## src/rtl/tvbg_run_scheduler.sv

```systemverilog
// Run scheduler between the user button and the TV-B-Gone code controller:
// debounces the button, drives the start handshake, repeats sweeps and recovers faults.
//
// state | meaning
// IDLE  | waiting for a press, controller untouched
// START | ctrl_start_out high, waiting for controller busy
// RUN   | controller sweeping, watching busy fall / fail
// GAP   | idle gap between consecutive sweeps
// ABORT | second press seen, one-cycle controller reset
// FAULT | latched fault, waiting for a clearing press
module tvbg_run_scheduler #(
    parameter int DEBOUNCE_CYCLES = 50000,
    parameter int REPEATS         = 2,
    parameter int GAP_CYCLES      = 1000000,
    parameter int START_TIMEOUT   = 255,
    parameter int CNT_WIDTH       = 24,
    parameter int RUN_WIDTH       = 4
) (
    input  logic                 clock_in,
    input  logic                 reset_n_in,
    input  logic                 button_in,
    input  logic                 ctrl_busy_in,
    input  logic                 ctrl_fail_in,
    output logic                 ctrl_start_out,
    output logic                 ctrl_reset_out,
    output logic                 active_out,
    output logic                 fault_out,
    output logic [RUN_WIDTH-1:0] run_index_out
);

    localparam logic [CNT_WIDTH-1:0] DEB_LAST = CNT_WIDTH'(DEBOUNCE_CYCLES - 1);
    localparam logic [CNT_WIDTH-1:0] GAP_LOAD = CNT_WIDTH'(GAP_CYCLES - 1);
    localparam logic [CNT_WIDTH-1:0] TO_LAST  = CNT_WIDTH'(START_TIMEOUT - 1);
    localparam logic [CNT_WIDTH-1:0] CNT_MAX  = '1;
    localparam logic [RUN_WIDTH-1:0] RUN_LAST = RUN_WIDTH'(REPEATS - 1);

    typedef enum logic [2:0] {
        IDLE  = 3'd0,
        START = 3'd1,
        RUN   = 3'd2,
        GAP   = 3'd3,
        ABORT = 3'd4,
        FAULT = 3'd5
    } state_t;

    logic                 sync_meta;
    logic                 sync_btn;
    logic                 btn_stable;
    logic [CNT_WIDTH-1:0] deb_cnt;
    logic                 press;

    state_t               state, state_nx;
    logic [RUN_WIDTH-1:0] run_idx, run_nx;
    logic [CNT_WIDTH-1:0] timer, timer_nx;
    logic                 rst_pulse, rst_pulse_nx;

    // The count never passes DEB_LAST, so it cannot wrap.
    always_ff @(posedge clock_in or negedge reset_n_in) begin
        if (!reset_n_in) begin
            sync_meta  <= 1'b0;
            sync_btn   <= 1'b0;
            btn_stable <= 1'b0;
            deb_cnt    <= '0;
            press      <= 1'b0;
        end else begin
            sync_meta <= button_in;
            sync_btn  <= sync_meta;
            press     <= 1'b0;
            if (sync_btn == btn_stable) begin
                deb_cnt <= '0;
            end else if (deb_cnt >= DEB_LAST) begin
                btn_stable <= sync_btn;
                deb_cnt    <= '0;
                press      <= sync_btn;
            end else begin
                deb_cnt <= deb_cnt + CNT_WIDTH'(1);
            end
        end
    end

    always_ff @(posedge clock_in or negedge reset_n_in) begin
        if (!reset_n_in) begin
            state     <= IDLE;
            run_idx   <= '0;
            timer     <= '0;
            rst_pulse <= 1'b0;
        end else begin
            state     <= state_nx;
            run_idx   <= run_nx;
            timer     <= timer_nx;
            rst_pulse <= rst_pulse_nx;
        end
    end

    always_comb begin
        state_nx = state;
        run_nx   = run_idx;
        timer_nx = timer;
        case (state)
            IDLE: begin
                if (press) begin
                    state_nx = START;
                    run_nx   = '0;
                    timer_nx = '0;
                end
            end
            START: begin
                if (ctrl_fail_in) begin
                    state_nx = FAULT;
                end else if (press) begin
                    state_nx = ABORT;
                end else if (ctrl_busy_in) begin
                    state_nx = RUN;
                end else if (timer >= TO_LAST) begin
                    state_nx = FAULT;
                end else if (timer != CNT_MAX) begin
                    timer_nx = timer + CNT_WIDTH'(1);
                end
            end
            RUN: begin
                if (ctrl_fail_in) begin
                    state_nx = FAULT;
                end else if (press) begin
                    state_nx = ABORT;
                end else if (!ctrl_busy_in) begin
                    if (run_idx >= RUN_LAST) begin
                        state_nx = IDLE;
                        run_nx   = '0;
                    end else begin
                        state_nx = GAP;
                        run_nx   = run_idx + RUN_WIDTH'(1);
                        timer_nx = GAP_LOAD;
                    end
                end
            end
            GAP: begin
                if (press) begin
                    state_nx = ABORT;
                end else if (timer == '0) begin
                    state_nx = START;
                end else begin
                    timer_nx = timer - CNT_WIDTH'(1);
                end
            end
            ABORT: begin
                state_nx = IDLE;
                run_nx   = '0;
            end
            FAULT: begin
                if (press) begin
                    state_nx = IDLE;
                    run_nx   = '0;
                end
            end
            default: begin
                state_nx = IDLE;
                run_nx   = '0;
            end
        endcase
    end

    // Registered so the controller reset is a clean single-cycle pulse.
    always_comb begin
        rst_pulse_nx = 1'b0;
        if ((state_nx == ABORT) && (state != ABORT)) rst_pulse_nx = 1'b1;
        if ((state_nx == FAULT) && (state != FAULT)) rst_pulse_nx = 1'b1;
        if ((state == FAULT) && press)               rst_pulse_nx = 1'b1;
    end

    assign ctrl_start_out = (state == START);
    assign ctrl_reset_out = rst_pulse;
    assign active_out     = (state == START) || (state == RUN) ||
                            (state == GAP)   || (state == ABORT);
    assign fault_out      = (state == FAULT);
    assign run_index_out  = run_idx;

endmodule

```

## config.mk

```make
export PLATFORM = sky130hd
export DESIGN_NAME = tvbg_run_scheduler
export DESIGN_NICKNAME = d
export VERILOG_FILES = /design/src/rtl/tvbg_run_scheduler.sv
export SDC_FILE = /design/constraint.sdc
export NUM_CORES = 1
export LEC_CHECK = 0
export ABC_CLOCK_PERIOD_IN_PS = 4500
export CAP_MARGIN = 10
export CORE_ASPECT_RATIO = 0.6
export CORE_UTILIZATION = 35
export CTS_BUF_LIST = sky130_fd_sc_hd__clkbuf_2
export DETAILED_ROUTE_END_ITERATION = 10
export HOLD_SLACK_MARGIN = 0.03
export SYNTH_ARGS = -nofsm -noshare
export SYNTH_HDL_FRONTEND = slang
export SYNTH_SLANG_ARGS = --single-unit
export TNS_END_PERCENT = 30
```

## constraint.sdc

```tcl
create_clock -name clock_in -period 4.5 [get_ports clock_in]
set_clock_uncertainty 0.1 [all_clocks]
set_input_delay 0.9 -clock clock_in [delete_from_list [all_inputs] [get_ports clock_in]]
set_output_delay 0.9 -clock clock_in [all_outputs]
set_load 0.01 [all_outputs]
```

==> summary.md <==
| Metric | Value |
|---|---|
| Share of layout cells above drive strength 1 | 10.6% |
| Nets | roughly 450 |
| Crit path cell chain | inv_1 -> nor2_1 -> buf_4 -> ha_1 -> a211oi_1 -> o21ai_0 -> a41oi_1 -> o31ai_1 -> a21oi_1 -> a31oi_2 -> xnor2_1 -> o211ai_1 |
| Internal Power | approximately 0.99 mW |
| Comb power frac | slightly above 40% |
| Die area | approximately 0.011 mm2 |
| # IOs | 13 |
| Run status | completed |
| Synthesis-stage register bit count | 60 |
| Dpl hpwl | between 6000 and 7000 um |
| Slew Limit Fails | 0 |
| CTS tree | yes |
| Top FF cell, synth | dfrtp_1 |
| Initial Util | a little over a third |
| Via density | around 5.3 |
| Max Root-Sink Buffers | 2 |
| Tcrit/Tclk final | roughly 82% |
| Worst Hold Endpoint | sync_btn |
| Slowest stage delay, CP | approximately 0.63 ns |
| Clock period minus final worst setup slack | 3.70 ns |
| RSZ-0062 raised after global routing | no |
| Antenna-violating nets left | 0 |
| Crit-path max FO | 16 |
| Final Hold Viols | 0 |
| Dpl ws | roughly 0.86 ns |
| Inst Count DP | around 550 |
| Worst r2r path cells | 12 |
| Initial DRC count | 210 |
| Top cells by area, synth | dfrtp_1 39%, ha_1 8.6%, o31ai_2 4.9% |
| Final hold slack | about 0.27 ns |
| Hold depth | 0 |
| RePlAce Congestion | between 0.8 and 0.9 |
| Startpoint types | register |
| H-Tree Depth | 3 |
| Synth unique cells | 56 |
| DIE WIDTH | 137 um |
| Setup Crit Path Kind | reg -> reg |
| HP Start | sync_meta |
| Hold Crit Class | reg -> reg |
| I/O Buffers | 12 |
| GRT overflow | 0 |
| Design area | between 0.004 and 0.005 mm2 |
| Root Driver | clkbuf_2 |
| Critical path endpoint category | register |
| Max cap viols | 0 |
| Drt pass-1 iters | 5 |
| # DRC | 0 |
| Setup TNS | 0 ns |
| Num rows | 29 |
| Mean Syn Cell Area | approximately 9.6 um2 |
| Sequential fraction of the synthesis area | about two fifths |
| Reg clk slew, reported paths | 0.17 ns |
| Seq pwr share | 39.7% |
| ANT cells | 0 |
| Total Wirelength | roughly 8700 um |
| Maximum VDD drop | roughly 170 uV |
| R2r endpoint | timer[23] |
| Slew @ Worst Pin | ~1 ns |
| First-pass GRT wire length | about 15000 um |
| Finished Layout Cells | roughly 560 |
| Clock Power Share | between 10% and 20% |
| Final setup viols | 0 |
| Largest net degree at the start of global routing | 55 |
| Synth top cells by count | 60 x dfrtp_1, 46 x nor2_1, 37 x nand2_1, 26 x ha_1, 20 x xnor2_1 |
| CP max stage cell | dfrtp_1 |
| EDFF count, synth | 0 |
| Top cell type's share of synthesized area | around two fifths |
| R2R Path Start | state[1] |
| Via count | between 3000 and 4000 |
| Leak | 1.93 nW |
| Syn. warnings | 0 |
| CTS buffer count | 9 |
| Slew Limit Headroom | about a third |
| Clk Latency, worst-skew pair | 0.51 ns |
| Critical Path AT | 4.02 ns |
| Sw Pwr | roughly 0.73 mW |
| Mapped Area | 0.00380 mm2 |
| Vert. Die Dim | around 83 um |
| Sw frac | between 40% and 50% |
| Placed cell area | 0.00408 mm2 |
| Reg2Reg Setup Slack | ~0.8 ns |
| Post-Syn Instances | 397 |
| Core Region | 0.0106 mm2 |
| Fmax | about 0.27 GHz |
| Critical Path RT | around 4.8 ns |
| Gr usage total | between 10% and 20% |
| P per Cell Area | 411 mW/mm2 |
| Clk sink count | 60 |
| Fraction of registers with async set or reset after synthesis | 100% |
| Most common cell in the netlist | dfrtp_1 |
| Number of global-route vias before repair | 2841 |
| Wirelength per Cell | ~15 um |
| Initial antenna violation count | 0 |
| Final worst slack | ~0.8 ns |
| Cell taking the most area after synthesis | dfrtp_1 |
| Area delta synth->final | 10.3% |
-- state kept, by name, summed over array words and instances (netlist names) --
register,count
timer,24
run_index_out,4
deb_cnt,24
state,3
btn_stable,1
press,1
sync_btn,1
ctrl_reset_out,1
sync_meta,1
-- layout make-up --
class,instances,area (um2)
fillers,1049,6360
multi-input cells,323,2210
flip-flops and latches,60,1500
well taps,139,174
repair buffers,19,170
clock inverters,5,53.8
clock buffers,10,50.0
inverters,8,30.0
-- cells by family after synthesis --
logic type      synth area share (%)
xor+xnor                        8.52
flops                           39.5
fa+ha+maj                       9.08
compound gates                  21.0
simple gates                    18.0
mux                            0.855
other cells                   0.0986
buf+inv                         2.99
-- critical path: cells and delay by family, from the launching register on --
family          cells  cell delay (ns)
compound gates      7             1.72
fa+ha+maj           1             0.33
xor+xnor            1             0.16
simple gates        1             0.18
buf+inv             2             0.47
flops               1             0.63
-- through the flow --
step                total power, mW  utilization (%)
detailed placement             1.40             38.6
floorplan                      1.22                -
CTS                            1.73             39.6
finish                         1.72             39.7
global placement               1.38             38.6
global route                   1.84             39.7
-- timing repair --
| action | in CTS | in global routing |
|---|---|---|
| hold endpoints to repair | 0 | 6 |
| gates resized for setup | 0 | 0 |
| setup buffers | 0 | 0 |
| setup endpoints to repair | 0 | 0 |
| hold buffers | 0 | 1 |
-- cells in the final DEF (no fill, tap or decap), types with 3 or more instances in the layout --
cell type and n:
clkdlybuf4s50_1 11, or3_1 3, xor2_1 17, a21oi_1 19
a211oi_1 7, conb_1 8, and4_1 3, o31ai_2 15
and3_1 13, o21ai_0 16, nor4_1 11, nand3_1 11
clkbuf_2 10, o211ai_1 3, o21bai_1 3, buf_4 6
a31oi_1 3, inv_1 7, a21o_1 14, xnor2_1 20
a22o_1 5, ha_1 26, dfrtp_1 60, nor2_1 46
nor3_1 7, nand2_1 37
-- worst max path at each step --
stage / from / to / slack [ns] / depth (start not counted)
detailed placement: ctrl_busy_in / timer[0] / 0.86 / 8
CTS: state[1] / timer[23] / 0.90 / 12
floorplan: state[2] / timer[22] / 0.65 / 12
global route: state[1] / timer[23] / 0.53 / 12
finish: state[1] / timer[23] / 0.80 / 12
global placement: ctrl_busy_in / timer[0] / 0.95 / 8
-- metal layers --
layer	GRT usage (%)	vias up	wire length, um
met4	3.67	0	57
met2	23.9	71	3410
li1	-	1483	-
met3	4.40	8	374
met5	0	-	0
met1	25.5	1448	4880
-- power groups by stage --
stage                     Sequential, mW  Combinational (mW)  Clock [mW]
after CTS                          0.680               0.709       0.339
after detailed placement           0.688               0.712           0
after global routing               0.692               0.786       0.359
after global placement             0.687               0.696           0
final                              0.683               0.709       0.330
after floorplan                    0.656               0.561           0
Power figures use the tool's default switching activity.
